`src/rtl/mod_chain_pkg.sv`:
```
// Shared constants and helpers for the modulo counter chain.
// Field extraction and terminal-value computation are shared by top and stages.
package mod_chain_pkg;

    localparam int MAX_STAGES = 8;
    localparam int FIELD_BUS_W = 256;

    // Seconds time-base: stage 0 counts 0..9, stage 1 counts 0..5.
    localparam logic [7:0] SECONDS_MODS = {4'd6, 4'd10};

    function automatic logic [31:0] get_field(input logic [FIELD_BUS_W-1:0] vec,
                                              input int k, input int w);
        logic [FIELD_BUS_W-1:0] mask;
        mask = (FIELD_BUS_W'(1) << w) - FIELD_BUS_W'(1);
        return 32'((vec >> (k * w)) & mask);
    endfunction

    function automatic logic [31:0] terminal_val(input logic [31:0] modv, input logic up);
        return up ? (modv - 32'd1) : 32'd0;
    endfunction

endpackage

```
`src/rtl/mod_stage.sv`:
```
// One modulo counter digit: value register, wrap pulse and at-terminal flag
// that feeds the combinational enable chain of the next stage.
module mod_stage
    import mod_chain_pkg::*;
#(
    parameter int W = 4
) (
    input  logic         clk,
    input  logic         rst,
    input  logic         clr,
    input  logic         load,
    input  logic [W-1:0] load_val,
    input  logic [W-1:0] modulus,
    input  logic         en,
    input  logic         up,
    output logic [W-1:0] count,
    output logic         at_term,
    output logic         load_bad,
    output logic         wrap
);

    logic [W-1:0] count_q, count_d;
    logic         wrap_q, wrap_d;
    logic [W-1:0] max_val;
    logic [W-1:0] next_val;

    assign max_val  = modulus - W'(1);
    assign at_term  = (count_q == W'(terminal_val(32'(modulus), up)));
    assign load_bad = (load_val >= modulus);

    // Values at or past the top (only reachable by misuse) wrap like the terminal.
    always_comb begin
        next_val = '0;
        if (up) begin
            next_val = (count_q >= max_val) ? '0 : count_q + W'(1);
        end else begin
            next_val = (count_q == '0 || count_q > max_val) ? max_val : count_q - W'(1);
        end
    end

    always_comb begin
        count_d = count_q;
        wrap_d  = 1'b0;
        if (rst || clr) begin
            count_d = '0;
        end else if (load) begin
            count_d = load_bad ? '0 : load_val;
        end else if (en) begin
            count_d = next_val;
            wrap_d  = at_term;
        end
    end

    always_ff @(posedge clk) begin
        count_q <= count_d;
        wrap_q  <= wrap_d;
    end

    assign count = count_q;
    assign wrap  = wrap_q;

endmodule

```
`src/rtl/mod_counter_chain.sv`:
```
// Cascade of modulo counter stages advanced together in a single clock by a
// combinational enable chain; owns the chain wrap pulse and load error flag.
module mod_counter_chain
    import mod_chain_pkg::*;
#(
    parameter int                  STAGES = 2,
    parameter int                  W      = 4,
    parameter logic [STAGES*W-1:0] MODS   = {4'd6, 4'd10}
) (
    input  logic                clk,
    input  logic                rst,
    input  logic                clr,
    input  logic                load,
    input  logic [STAGES*W-1:0] load_val,
    input  logic                en,
    input  logic                up,
    output logic [STAGES*W-1:0] count,
    output logic [STAGES-1:0]   stage_co,
    output logic                co,
    output logic                load_err
);

    logic [STAGES-1:0] ena;
    logic [STAGES-1:0] at_term;
    logic [STAGES-1:0] load_bad;
    logic              co_q, co_d;
    logic              load_err_q, load_err_d;

    if (STAGES < 1 || STAGES > MAX_STAGES) begin : g_bad_stages
        $fatal(1, "mod_counter_chain: STAGES out of range");
    end

    for (genvar k = 0; k < STAGES; k++) begin : g_stage
        localparam logic [W-1:0] MOD_K = W'(get_field(FIELD_BUS_W'(MODS), k, W));

        if (MOD_K < 2) begin : g_bad_mod
            $fatal(1, "mod_counter_chain: MODS field below 2");
        end

        mod_stage #(.W(W)) u_stage (
            .clk      (clk),
            .rst      (rst),
            .clr      (clr),
            .load     (load),
            .load_val (load_val[k*W +: W]),
            .modulus  (MOD_K),
            .en       (ena[k]),
            .up       (up),
            .count    (count[k*W +: W]),
            .at_term  (at_term[k]),
            .load_bad (load_bad[k]),
            .wrap     (stage_co[k])
        );
    end

    // Each stage advances only when every lower stage sits at its terminal value.
    always_comb begin
        ena    = '0;
        ena[0] = en;
        for (int k = 1; k < STAGES; k++) begin
            ena[k] = ena[k-1] && at_term[k-1];
        end
    end

    always_comb begin
        co_d       = 1'b0;
        load_err_d = 1'b0;
        if (!rst && !clr) begin
            if (load) begin
                load_err_d = |load_bad;
            end else begin
                co_d = ena[STAGES-1] && at_term[STAGES-1];
            end
        end
    end

    always_ff @(posedge clk) begin
        co_q       <= co_d;
        load_err_q <= load_err_d;
    end

    assign co       = co_q;
    assign load_err = load_err_q;

endmodule
```
`config.mk`:
```
export PLATFORM = sky130hd
export DESIGN_NAME = mod_counter_chain
export DESIGN_NICKNAME = d
export VERILOG_FILES = /design/src/rtl/mod_chain_pkg.sv /design/src/rtl/mod_stage.sv /design/src/rtl/mod_counter_chain.sv
export SDC_FILE = /design/constraint.sdc
export NUM_CORES = 1
export LEC_CHECK = 0
export CORE_MARGIN = 2
export CORE_UTILIZATION = 45
export DETAILED_ROUTE_END_ITERATION = 7
export GPL_TIMING_DRIVEN = 0
export PLACE_DENSITY = 0.69
export SKIP_CTS_REPAIR_TIMING = 1
export SLEW_MARGIN = 20
export SYNTH_ARGS = -nofsm -noshare
export SYNTH_HDL_FRONTEND = slang
export SYNTH_HIERARCHICAL = 1
export SYNTH_SLANG_ARGS = --single-unit
```
`constraint.sdc`:
```
create_clock -name clk -period 3.5 [get_ports clk]
set_clock_uncertainty 0.15 [all_clocks]
set_input_delay 0.525 -clock clk [delete_from_list [all_inputs] [get_ports clk]]
set_output_delay 0.525 -clock clk [all_outputs]
set_load 0.01 [all_outputs]
```
# Word-level counts from Yosys, hierarchy flattened
# Cells that the tools add are included.
dict set report word_totals {
  ff_bits 12
  inputBits 14
  out_inout_bits 12
}
dict set report op_classes {
  add_sub_neg 4
  order_cmp 6
  eq_ne 2
  n_mux 14
  bitwise 3
  reduce_logical 17
}
# operator n
set ops {}
lappend ops {{$mux 4} 13}
lappend ops {{$add 4x1->4 const B} 2}
lappend ops {{$eq 4x4->1} 2}
lappend ops {{$ge 4x3->1 const B} 2}
lappend ops {{$ge 4x4->1 const B} 2}
lappend ops {{$logic_not 4->1} 2}
lappend ops {{$sub 4x1->4 const B} 2}
lappend ops {{$reduce_or 3->1} 2}
lappend ops {{$gt 4x3->1 const B} 1}
lappend ops {{$gt 4x4->1 const B} 1}
lappend ops {{$reduce_bool 2->1} 2}
lappend ops {{$reduce_or 2->1} 2}
lappend ops {{$logic_and 1x1->1} 3}
lappend ops {{$logic_or 1x1->1} 3}
lappend ops {{$mux 3} 1}
lappend ops {{$not 1->1} 3}
lappend ops {{$logic_not 1->1} 2}
lappend ops {{$reduce_and 2->1} 1}

# Longest topological paths before layout
dict set report logic_depth {
  word_depth 6
  ltp_mapped 12
  depth_no_buf 12
}

# Modules after synthesis
# The synthesis kept the hierarchy.
# mod instances cells_each area_each_um2
set modules_own_cells {}
lappend modules_own_cells {mod_stage 2 101 768.2}
lappend modules_own_cells {mod_counter_chain 1 9 91.3}

# Worst setup path after synthesis
# No wires, ideal clock.
dict set report synth_timing {
  kind {flip-flop to flip-flop}
  from {register g_stage[0].u_stage.count_q[2]}
  to {register g_stage[1].u_stage.count_q[0]}
  setup_time_ns 0.057
  arrival_time_ns 2.294
  t_required_ns 3.293
  slack_ns 0.999
  path_stages_with_launch 10
  path_cell_list {dfxtp_1 clkbuf_1 or3_1 o32ai_1 and2_1 or3b_2 nor2_1 nand2_1 a21oi_1 or3_1}
}
dict set report synth_via {
  elab_chain_len 3
}
# element line
set synth_rtl {}
lappend synth_rtl {{start, declared} mod_stage.sv:22} ;# logic [W-1:0] count_q, count_d;
lappend synth_rtl {{start signal, assigned} mod_stage.sv:55} ;# count_q <= count_d;
lappend synth_rtl {{$eq 4x4->1} mod_stage.sv:28} ;# assign at_term = (count_q == W'(terminal_val(32'(modulus), up)));
lappend synth_rtl {{named net at_term[0]} mod_counter_chain.sv:24} ;# logic [STAGES-1:0] at_term;
lappend synth_rtl {{$logic_and 1x1->1} mod_counter_chain.sv:61} ;# ena[k] = ena[k-1] && at_term[k-1];
lappend synth_rtl {{named net ena[1]} mod_counter_chain.sv:23} ;# logic [STAGES-1:0] ena;
lappend synth_rtl {{$reduce_bool 2->1 (no line)} n/a}
lappend synth_rtl {{end signal, assigned} mod_stage.sv:55}
lappend synth_rtl {{end, declared} mod_stage.sv:22}
# The timed path passes the listed nets, and every way through them passes these cells.
# A chain may end at the register's enable or synchronous reset.

# Final worst setup path
dict set report layout_timing {
  from {input port up}
  to {register g_stage[1].u_stage.count_q[0]}
}
dict set report layout_via {
  elab_chain_len 4
  elab_cells_between_ends 7
}
# element line
set layout_rtl {}
lappend layout_rtl {{start, declared} mod_counter_chain.sv:16} ;# input logic up,
lappend layout_rtl {{$mux 4} mod_chain_pkg.sv:19} ;# return up ? (modv - 32'd1) : 32'd0;
lappend layout_rtl {{$eq 4x4->1} mod_stage.sv:28}
lappend layout_rtl {{named net at_term[0]} mod_counter_chain.sv:24}
lappend layout_rtl {{$logic_and 1x1->1} mod_counter_chain.sv:61}
lappend layout_rtl {{named net ena[1]} mod_counter_chain.sv:23}
lappend layout_rtl {{$reduce_bool 2->1 (no line)} n/a}
# The timed path passes the listed nets, and every way through them passes these cells. The select of a mux whose other input is x is not followed.

==> reports/metrics.cfg <==
[outcome]
status = finished, final reports clean

[pwr]
p_per_area_nw_per_um2 = 234.0
switchingPower_uw = 175.3
seq_power_share = 0.305
combPwrFrac = 0.445
p_leak_nw = 0.9321
pwr-share-clk = 0.250
switching_share = 0.3647
finalPower_uw = 480.7
internal_power_uw = 305.4
ir_drop_mv = 0.1222

[die]
die_area_um2 = 4115
die_w_um = 64.15
die_h_um = 64.15
io_pins = 26
row_count = 21
core_area_um2 = 3416
initial_core_util = 0.4766

[critical_path]
required_ns = 3.58
cp_common_cell = or3_1
r2r-end = g_stage[1].u_stage/count[0]
crit_path_start = up
crit_path_max_incr_delay_ns = 0.58
critPathCaptureType = flip-flop
critical_path_arrival_ns = 3.19
slowest_stage = clkdlybuf4s50_1
reg2reg_from = g_stage[0].u_stage/count[2]
crit_type = input port to flip-flop
rr_worst_depth = 9
rrSetupSlack_ns = 0.65
path_cells = clkdlybuf4s50_1 -> or3_1 -> o32ai_1 -> and2_1 -> or3b_2 -> nor2_1 -> nand2_1 -> a21oi_1 -> or3_1
cp_max_fo = 10
start_kind = input port
cp-endpoint = g_stage[1].u_stage/count[0]

[placed_design]
place_congestion = 0.8631
place_area_um2 = 2018
dpl.cell_count = 304
port_buffers = 25
dpl.hpwl_um = 2987

[final_layout]
area_growth_syn_to_layout_pct = 26.21
nets = 297
seq_area_um2 = 240.2
multi_input_area_um2 = 1355
stdcell_count = 308
num_antenna_cells = 0
finalInstanceArea_um2 = 2054
drive_above_1_share = 0.08397
nFillCells = 353

[grt]
grt_util_met2 = 0.3307
use_met3 = 0.02465
busiest_layer = met2
use_met1 = 0.2487
overflow = 0
grt_max_degree = 11
grt.total_usage = 0.1909
grt_antenna_before_repair = 0
grt_pass1_vias = 1478
grt_pass1_wl_um = 6430

[timing]
tns_ns = 0
period_needed_ns = 3.101
rsz0062_at_grt = no
setup_violations = 0
post-route-period-util = 0.8859
hold_viol_final = 0
slew_viol_final = 0
clock.fmax_mhz = 322.5

[detailed_routing]
ant_nets = 0
wl_per_cell_um = 11.93
dr_total_vias = 1608
drtIter0Drc = 53
viasPerCell = 5.221
drtPass1Iterations = 4
drt_wl_total_um = 3674
drc = 0

[min_path]
hp-class = input port to flip-flop

[flow_run]
cap_violations = 0

[clock_tree]
tritoncts = done
clock_path_buffers = 2
numCtsBuffers = 3
clock-sinks = 12
clock_latency_ns = 0.28
cts.htree.levels = 1
path_clk_slew_ns = 0.09
root_buffer = clkbuf_4

[yosys]
ys_seq_elements = 12
synthDistinctLibCells = 38
postSynthCellCount = 211
syn-cell-area_um2 = 1628
synth_seq_area_share = 0.1476
synth-warning-count = 6
avgSynthCellArea_um2 = 7.715

[power groups by stage]
stage / sequential [mW] / clock, mW / combinational [mW]
floorplan: 0.151 / 0 / 0.150
global placement: 0.150 / 0 / 0.207
detailed placement: 0.150 / 0 / 0.207
CTS: 0.147 / 0.123 / 0.209
global route: 0.147 / 0.127 / 0.242
finish: 0.147 / 0.120 / 0.214
[worst min path at each step]
| stage | startpoint | to | slack, ns | cells past startpoint |
|---|---|---|---|---|
| after global routing | rst | co | 0.74 | 2 |
| final | rst | co | 0.73 | 2 |
| after global placement | g_stage[1].u_stage/count[0] | g_stage[1].u_stage/count[2] | 0.71 | 4 |
| after floorplan | clr | co | 0.44 | 1 |
| after detailed placement | g_stage[1].u_stage/count[0] | g_stage[1].u_stage/count[2] | 0.71 | 4 |
| after CTS | rst | co | 0.73 | 2 |
[cell families (layout without fill, tap and decap cells)]
family                     after synthesis  in the layout  synth area share
and+or+nand+nor                         69             69            0.2513
AOI/OAI and AO/OA                       54             54            0.2383
buffers and inverters                   30             59           0.07071
adders and majority gates               22             22            0.1676
xor gates and xnor gates                20             20            0.1076
DFF                                     12             12            0.1476
other                                    2             24          0.004614
muxes                                    2              2           0.01230
[worst max-delay path, delay by kind of cell]
kind                   cells  cell delay, ns
buffers and inverters      1            0.58
AOI/OAI and AO/OA          2            0.50
and+or+nand+nor            6            1.57
[cell usage in the layout (no fill, tap or decap), drive strengths merged, types with 3 or more instances in the layout]
cell type and count:
clkdlybuf4s50 25, conb 24, inv 22, ha 20
nand2 14, nor2 13, dfxtp 12, xnor2 12
a21oi 10, or3 10, o22ai 10, clkbuf 10
xor2 8, nand2b 8, o21ai 8, a22oi 8
nor3b 6, a21o 4, and2 3, nor3 3
[area by class of cell]
cell class | instances | share of cell area
Multi-Input combinational cell | 191 | 0.6596
Timing Repair Buffer | 25 | 0.1218
Sequential cell | 12 | 0.1169
Inverter | 22 | 0.04019
Tap cell | 46 | 0.02801
Clock buffer | 4 | 0.01766
Buffer | 8 | 0.01583
[stage by stage]
stage / util / setup slack [ns] / hold slack (ns)
finish: 0.6015 / 0.3993 / 0.7301
global route: 0.6015 / 0.1964 / 0.7447
CTS: 0.6015 / 0.3988 / 0.7251
detailed placement: 0.5908 / 0.1065 / 0.7090
global placement: 0.5908 / 0.09439 / 0.7136
floorplan: - / 0.9994 / 0.4440
[Yosys cell counts]
master    count  area [um2]
a31o_1        2       17.52
nor3_2        3       30.03
nor2_1       13       48.80
or3_4         2       22.52
nand4b_1      1       8.760
and2_1        3       18.77
o2111a_1      2       22.52
xnor2_1      12       105.1
xor2_1        8       70.07
nor3b_1       6       45.04
nor4b_2       1       15.01
dfxtp_1      12       240.2
a21oi_1      10       50.05
a21o_1        4       30.03
clkbuf_1      6       22.52
a22oi_1       8       60.06
a21bo_2       2       20.02
nand3b_1      2       15.01
o32ai_1       2       17.52
conb_1        2       7.510
o21ai_0       8       40.04
nand2b_1      8       50.05
nand4_1       2       12.51
o22ai_2       2       25.02
buf_2         2       10.01
nand2_1      14       52.55
o22ai_1       8       50.05
a211oi_1      2       15.01
a41o_1        2       20.02
maj3_2        2       22.52
inv_1        22       82.58
ha_1         20       250.2
nand3_1       2       10.01
or3b_2        2       17.52
o211a_1       2       20.02
or2_2         2       12.51
or3_1         8       50.05
mux2i_1       2       20.02
[sequential cells by signal (all words and copies together), names as in the netlist]
| name | cells |
|---|---|
| load_err | 1 |
| co | 1 |
| g_stage.u_stage/wrap | 2 |
| g_stage.u_stage/count | 8 |
[metal layers]
metal  vias to the layer above  wire (um)
li1                        833          -
met1                       746       1768
met2                        27       1777
met3                         2        105
met4                         0         22
met5                         -          0
No activity file was read; power rests on OpenSTA's default activity.
